`config.mk`:
```
export PLATFORM = sky130hd
export DESIGN_NAME = sdram_port_scheduler
export DESIGN_NICKNAME = d
export VERILOG_FILES = /design/src/rtl/sdram_port_scheduler.sv
export SDC_FILE = /design/constraint.sdc
export NUM_CORES = 1
export LEC_CHECK = 0
export BUFFER_PORTS_ARGS = -buffer_cell sky130_fd_sc_hd__buf_2
export CAP_MARGIN = 20
export CORE_MARGIN = 4
export CORE_UTILIZATION = 44
export CTS_CLUSTER_SIZE = 28
export DETAILED_ROUTE_END_ITERATION = 12
export PLACE_DENSITY = 0.85
export SLEW_MARGIN = 40
export SYNTH_ARGS = -nofsm -noshare
export SYNTH_HDL_FRONTEND = slang
export SYNTH_SLANG_ARGS = --single-unit
```
`constraint.sdc`:
```
create_clock -name clk_i -period 3.8 [get_ports clk_i]
set_clock_uncertainty 0.05 [all_clocks]
set_input_delay 0.76 -clock clk_i [delete_from_list [all_inputs] [get_ports clk_i]]
set_output_delay 0.76 -clock clk_i [all_outputs]
set_load 0.01 [all_outputs]
```
`src/rtl/sdram_port_scheduler.sv`:
```
// sdram_port_scheduler
//   Shares one 16-bit SDRAM controller command port between three requesters:
//   video (BURST_LEN-word burst reads), CPU and DMA (single-word read/write).
//   Video has fixed priority but is capped at MAX_VID_RUN consecutive grants
//   while CPU/DMA is waiting. CPU and DMA alternate round-robin. Only one
//   transaction is in flight at a time.
// Ports
//   clk_i, rst_n_i                 clock, synchronous active-low reset
//   vid_*                          video request / grant / per-word ack
//   cpu_*, dma_*                   single-word requesters (rd/wr level requests)
//   rdata                          shared read data (passthrough of sdram_rdata)
//   sdram_rd/wr/addr/wdata/wmask   latched command to the controller
//   sdram_burst                    1 while a video burst is in progress
//   sdram_rdy/ack/rdata            controller handshake and read data
module sdram_port_scheduler #(
   parameter int ADDR_W      = 24,
   parameter int BURST_LEN   = 4,
   parameter int MAX_VID_RUN = 4
) (
   input  logic              clk_i,
   input  logic              rst_n_i,
   input  logic              vid_rd,
   input  logic [ADDR_W-1:0] vid_addr_x16,
   output logic              vid_gnt,
   output logic              vid_ack,
   input  logic              cpu_rd,
   input  logic              cpu_wr,
   input  logic [ADDR_W-1:0] cpu_addr_x16,
   input  logic [15:0]       cpu_wdata,
   input  logic [1:0]        cpu_wmask,
   output logic              cpu_gnt,
   output logic              cpu_ack,
   input  logic              dma_rd,
   input  logic              dma_wr,
   input  logic [ADDR_W-1:0] dma_addr_x16,
   input  logic [15:0]       dma_wdata,
   input  logic [1:0]        dma_wmask,
   output logic              dma_gnt,
   output logic              dma_ack,
   output logic [15:0]       rdata,
   output logic              sdram_rd,
   output logic              sdram_wr,
   output logic [ADDR_W-1:0] sdram_addr_x16,
   output logic [15:0]       sdram_wdata,
   output logic [1:0]        sdram_wmask,
   output logic              sdram_burst,
   input  logic              sdram_rdy,
   input  logic              sdram_ack,
   input  logic [15:0]       sdram_rdata
);

   localparam int RUN_W = $clog2(MAX_VID_RUN + 1);
   localparam int CNT_W = $clog2(BURST_LEN);

   typedef enum logic [1:0] {IDLE, ISSUE, WAIT_RD} state_t;
   typedef enum logic [1:0] {OWN_VID, OWN_CPU, OWN_DMA} owner_t;

   state_t             state_q;
   owner_t             owner_q;
   logic               is_wr_q;
   logic               rr_dma_q;      // 0: CPU has round-robin priority
   logic [RUN_W-1:0]   vid_run_q;
   logic [CNT_W-1:0]   ack_cnt_q;
   logic               sdram_rd_q, sdram_wr_q, sdram_burst_q;
   logic [ADDR_W-1:0]  sdram_addr_q;
   logic [15:0]        sdram_wdata_q;
   logic [1:0]         sdram_wmask_q;
   logic               vid_gnt_q, cpu_gnt_q, dma_gnt_q;
   logic               cpu_wack_q, dma_wack_q;

   logic               cpu_req, dma_req, cd_pend;
   logic               vid_win_d, cpu_win_d, dma_win_d, start_d;
   logic               rd_ack_d;
   logic [CNT_W-1:0]   last_cnt_d;

   assign cpu_req = cpu_rd | cpu_wr;
   assign dma_req = dma_rd | dma_wr;
   assign cd_pend = cpu_req | dma_req;

   // The cap only blocks video when someone else is actually waiting.
   assign vid_win_d = vid_rd && ((vid_run_q < RUN_W'(MAX_VID_RUN)) || !cd_pend);
   assign cpu_win_d = !vid_win_d && cpu_req && (!dma_req || !rr_dma_q);
   assign dma_win_d = !vid_win_d && !cpu_win_d && dma_req;
   assign start_d   = sdram_rdy && (vid_rd || cd_pend);

   assign last_cnt_d = (owner_q == OWN_VID) ? CNT_W'(BURST_LEN - 1) : '0;
   assign rd_ack_d   = (state_q == WAIT_RD) && sdram_ack;

   always_ff @(posedge clk_i) begin
      if (!rst_n_i) begin
         state_q       <= IDLE;
         owner_q       <= OWN_VID;
         is_wr_q       <= 1'b0;
         rr_dma_q      <= 1'b0;
         vid_run_q     <= '0;
         ack_cnt_q     <= '0;
         sdram_rd_q    <= 1'b0;
         sdram_wr_q    <= 1'b0;
         sdram_burst_q <= 1'b0;
         sdram_addr_q  <= '0;
         sdram_wdata_q <= '0;
         sdram_wmask_q <= '0;
         vid_gnt_q     <= 1'b0;
         cpu_gnt_q     <= 1'b0;
         dma_gnt_q     <= 1'b0;
         cpu_wack_q    <= 1'b0;
         dma_wack_q    <= 1'b0;
      end else begin
         // Strobes, grants and write acks are one-cycle pulses in ISSUE.
         sdram_rd_q <= 1'b0;
         sdram_wr_q <= 1'b0;
         vid_gnt_q  <= 1'b0;
         cpu_gnt_q  <= 1'b0;
         dma_gnt_q  <= 1'b0;
         cpu_wack_q <= 1'b0;
         dma_wack_q <= 1'b0;
         case (state_q)
            IDLE: begin
               // Run length only counts video grants made while CPU/DMA waits.
               if (!cd_pend) vid_run_q <= '0;
               if (start_d) begin
                  state_q   <= ISSUE;
                  ack_cnt_q <= '0;
                  if (vid_win_d) begin
                     owner_q       <= OWN_VID;
                     is_wr_q       <= 1'b0;
                     sdram_addr_q  <= vid_addr_x16;
                     sdram_wdata_q <= '0;
                     sdram_wmask_q <= '0;
                     sdram_burst_q <= 1'b1;
                     sdram_rd_q    <= 1'b1;
                     vid_gnt_q     <= 1'b1;
                     if (cd_pend && vid_run_q != RUN_W'(MAX_VID_RUN))
                        vid_run_q <= vid_run_q + RUN_W'(1);
                  end else if (cpu_win_d) begin
                     owner_q       <= OWN_CPU;
                     is_wr_q       <= cpu_wr;      // rd+wr together acts as a write
                     sdram_addr_q  <= cpu_addr_x16;
                     sdram_wdata_q <= cpu_wdata;
                     sdram_wmask_q <= cpu_wmask;
                     sdram_burst_q <= 1'b0;
                     sdram_rd_q    <= !cpu_wr;
                     sdram_wr_q    <= cpu_wr;
                     cpu_wack_q    <= cpu_wr;
                     cpu_gnt_q     <= 1'b1;
                     rr_dma_q      <= 1'b1;
                     vid_run_q     <= '0;
                  end else if (dma_win_d) begin
                     owner_q       <= OWN_DMA;
                     is_wr_q       <= dma_wr;
                     sdram_addr_q  <= dma_addr_x16;
                     sdram_wdata_q <= dma_wdata;
                     sdram_wmask_q <= dma_wmask;
                     sdram_burst_q <= 1'b0;
                     sdram_rd_q    <= !dma_wr;
                     sdram_wr_q    <= dma_wr;
                     dma_wack_q    <= dma_wr;
                     dma_gnt_q     <= 1'b1;
                     rr_dma_q      <= 1'b0;
                     vid_run_q     <= '0;
                  end
               end
            end
            ISSUE: state_q <= is_wr_q ? IDLE : WAIT_RD;
            WAIT_RD: begin
               if (sdram_ack) begin
                  if (ack_cnt_q == last_cnt_d) begin
                     state_q       <= IDLE;
                     sdram_burst_q <= 1'b0;
                  end else begin
                     ack_cnt_q <= ack_cnt_q + CNT_W'(1);
                  end
               end
            end
            default: state_q <= IDLE;
         endcase
      end
   end

   assign sdram_rd       = sdram_rd_q;
   assign sdram_wr       = sdram_wr_q;
   assign sdram_burst    = sdram_burst_q;
   assign sdram_addr_x16 = sdram_addr_q;
   assign sdram_wdata    = sdram_wdata_q;
   assign sdram_wmask    = sdram_wmask_q;
   assign vid_gnt        = vid_gnt_q;
   assign cpu_gnt        = cpu_gnt_q;
   assign dma_gnt        = dma_gnt_q;
   assign rdata          = sdram_rdata;
   // Read acks go straight through to whoever owns the read in flight.
   assign vid_ack = rd_ack_d && (owner_q == OWN_VID);
   assign cpu_ack = (rd_ack_d && (owner_q == OWN_CPU)) || cpu_wack_q;
   assign dma_ack = (rd_ack_d && (owner_q == OWN_DMA)) || dma_wack_q;

endmodule

```
==> impl_metrics.env <==
export IMPL_cp_slowest_cell="and2_1"
export IMPL_vdd_drop_max_v=0.0002243
export IMPL_layout_nets=609
export IMPL_yosys_area_top_type="dfxtp_1"
export IMPL_syn_cell_area_mm2=0.002917
export IMPL_synth_edff_count=0
export IMPL_cts_num_sinks=61
export IMPL_boundaryPins=200
export IMPL_path_cells="buf_2 > or2_2 > a22oi_2 > and2_1 > a221o_1"
export IMPL_postCtsSetupBuffers=0
export IMPL_synthAdderAreaFrac_pct=0.8580
export IMPL_seq_area_frac_synth_pct=41.87
export IMPL_wl_um=9546
export IMPL_synthCells=332
export IMPL_port_buffer_count=167
export IMPL_grt_ovfl_total=0
export IMPL_routedWlPerCell_um=17.17
export IMPL_synthArstFlopShare_pct=0
export IMPL_synth_top_family_by_area="compound AO/OA/AOI/OAI gates"
export IMPL_die_width_um=89.42
export IMPL_hold_buffers=0
export IMPL_slowest_delay_ns=0.71
export IMPL_timing_final_hold_violations=0
export IMPL_p_switching_mw=0.4643
export IMPL_root_buffer="clkbuf_8"
export IMPL_intPower_mw=1.139
export IMPL_synth_xor_area_share_pct=0
export IMPL_worst_setup_path_end_kind="flop"
export IMPL_ys_types=47
export IMPL_relSlewSlack_pct=47.89
export IMPL_gp_congestion=0.8873
export IMPL_drt_pass1_iter_count=5
export IMPL_synth_nets=467
export IMPL_grt_max_degree=43
export IMPL_drt_initial_drc_count=174
export IMPL_antenna_cells=0
export IMPL_p_comb_share_pct=18.5
export IMPL_synth_compound_area_share_pct=28.53
export IMPL_r2r_start="state_q[1]"
export IMPL_yosys_register_bits=61
export IMPL_grt_pass1_vias=3045
export IMPL_finalCritPeriodShare_pct=65.29
export IMPL_synth_area_top_cells="dfxtp_1, and3_1, a221o_1"
export IMPL_finalSetupTns_ns=0
export IMPL_fill_cells=560
export IMPL_cts_made_buffers=9
export IMPL_grt_usage_pct=23.46
export IMPL_reg2regPathDepth=6
export IMPL_clk_pin_slew_ns=0.08
export IMPL_synth_avg_cell_area_um2=8.785
export IMPL_status="finished clean"
export IMPL_grt_setup_unrepaired="false"
export IMPL_vias=3196
export IMPL_power_density_mw_per_mm2=413.4
export IMPL_cts_tree="yes"
export IMPL_initial_utilization_pct=45.67
export IMPL_row_count=29
export IMPL_worstSetupPathType="input port to flop"
export IMPL_min_from="is_wr_q"
export IMPL_p_sw_share_pct=28.97
export IMPL_whs_ns=0.4245
export IMPL_worst_pin_slew_ns=0.7788
export IMPL_seqPwrFrac_pct=44.2
export IMPL_clk_insertion_delay_late_ns=0.34
export IMPL_area_growth_pct=32.95
export IMPL_hpwlAfterDp_um=6905
export IMPL_clock_fmax_mhz=403.1
export IMPL_synth_simple_area_share_pct=18.62
export IMPL_drv_slew=0
export IMPL_routed_via_density=5.748
export IMPL_crit_arrival_ns=2.71
export IMPL_rrSetupSlack_ns=1.54
export IMPL_h_tree_depth=3
export IMPL_muxShareOfSynthArea_pct=0.6864
export IMPL_layout_commonest_cell="buf_2"
export IMPL_core_area_mm2=0.006386
export IMPL_most_common_layout_cells="buf_2, dfxtp_1, and3_1"
export IMPL_fin_cells=556
export IMPL_clkPwrFrac_pct=37.3
export IMPL_cp_max_fo=20
export IMPL_drive_gt1_share_pct=41.54
export IMPL_cp_start_kind="input port"
export IMPL_antenna_found_initial=0
export IMPL_drv_cap=0
export IMPL_min_path_type="flop to flop"
export IMPL_die_h_um=89.42
export IMPL_p_total_mw=1.603
export IMPL_finalSetupViolCount=0
export IMPL_period_needed_ns=2.481
export IMPL_synth_top_cell_area_share_pct=41.87
export IMPL_placed_cells=540
export IMPL_ctsResizeCount=0
export IMPL_hold_depth=2
export IMPL_drcViolationCount=0
export IMPL_p_leak_nw=1.914
export IMPL_ant_nets=0
export IMPL_cts_path_max_buffers=2
export IMPL_r2r_end="sdram_wdata[3]"
export IMPL_synth_warning_count=0
export IMPL_grt_pass1_wl_um=14530
export IMPL_crit_required_ns=4.03
export IMPL_die_area_mm2=0.007995
export IMPL_synth_top_flop_cell="dfxtp_1"
export IMPL_hold_end="is_wr_q"
-- cells in the mapped netlist, types with 9 or more instances --
| cell type | count |
|---|---|
| dfxtp_1 | 61 |
| buf_4 | 16 |
| and3_1 | 31 |
| a32oi_1 | 9 |
| o21ai_0 | 24 |
| a21oi_1 | 26 |
| a31oi_1 | 18 |
| nand3_1 | 12 |
| nand2_1 | 17 |
| a221o_1 | 18 |
| clkbuf_1 | 13 |
| nor2_1 | 15 |
-- how the worst max path moves through the flow --
stage,start,endpoint,cells past startpoint
detailed placement,cpu_wr,sdram_wdata[3],5
CTS,state_q[1],cpu_ack,4
global placement,cpu_wr,sdram_wdata[11],5
global route,dma_wr,sdram_wdata[10],5
floorplan,dma_rd,sdram_wdata[10],8
finish,cpu_wr,sdram_wdata[3],5
-- per-stage QoR --
stage | instance area, um2 | util [%] | setup slack [ns]
finish | 3877 | 60.72 | 1.319
global route | 3877 | 60.72 | 1.189
CTS | 3877 | 60.72 | 1.341
detailed placement | 3669 | 57.45 | 0.9906
global placement | 3652 | 57.19 | 0.6969
floorplan | 2917 | - | 1.500
-- flip-flops by register name, indices dropped and copies added, names as in the netlist --
signal	count
ack_cnt_q	2
cpu_gnt	1
cpu_wack_q	1
dma_gnt	1
dma_wack_q	1
is_wr_q	1
owner_q	2
rr_dma_q	1
sdram_addr_x16	24
sdram_burst	1
sdram_rd	1
sdram_wdata	16
sdram_wmask	2
sdram_wr	1
state_q	2
vid_gnt	1
vid_run_q	3
-- layout make-up --
class                   count  area, um2  area share [%]
clock buffers              10      137.6           3.550
flip-flops and latches     61       1221           31.49
well taps                  77      96.34           2.485
multi-input cells         221       1441           37.17
inverters                   9      36.28          0.9358
clock inverters             6      71.32           1.839
repair buffers            172      873.3           22.52
-- kinds of logic after synthesis --
kind of cell	Yosys count
fa+ha+maj	2
mux	2
compound gates	120
flops	61
buf+inv	50
simple gates	97
-- power by group through the flow --
stage	clock, mW	sequential, mW	combinational, mW
global route	0.637	0.713	0.328
finish	0.598	0.708	0.297
CTS	0.611	0.708	0.297
global placement	0	0.721	0.285
floorplan	0	0.738	0.156
detailed placement	0	0.721	0.296
-- worst max-delay path: cells and delay by family --
kind                   cells  cell delay (ns)
buffers and inverters      1             0.16
AND/OR/NAND/NOR            2             1.04
AO/OA/AOI/OAI              2             0.74
-- per-layer routing --
metal | vias to the layer above | track usage, % | wire (um)
met5 | - | 0 | 0
met4 | 0 | 10.01 | 163
met3 | 14 | 3.502 | 760
met2 | 132 | 39.99 | 4913
met1 | 1529 | 29.38 | 3708
li1 | 1521 | - | -
Power figures use the tool's default switching activity.
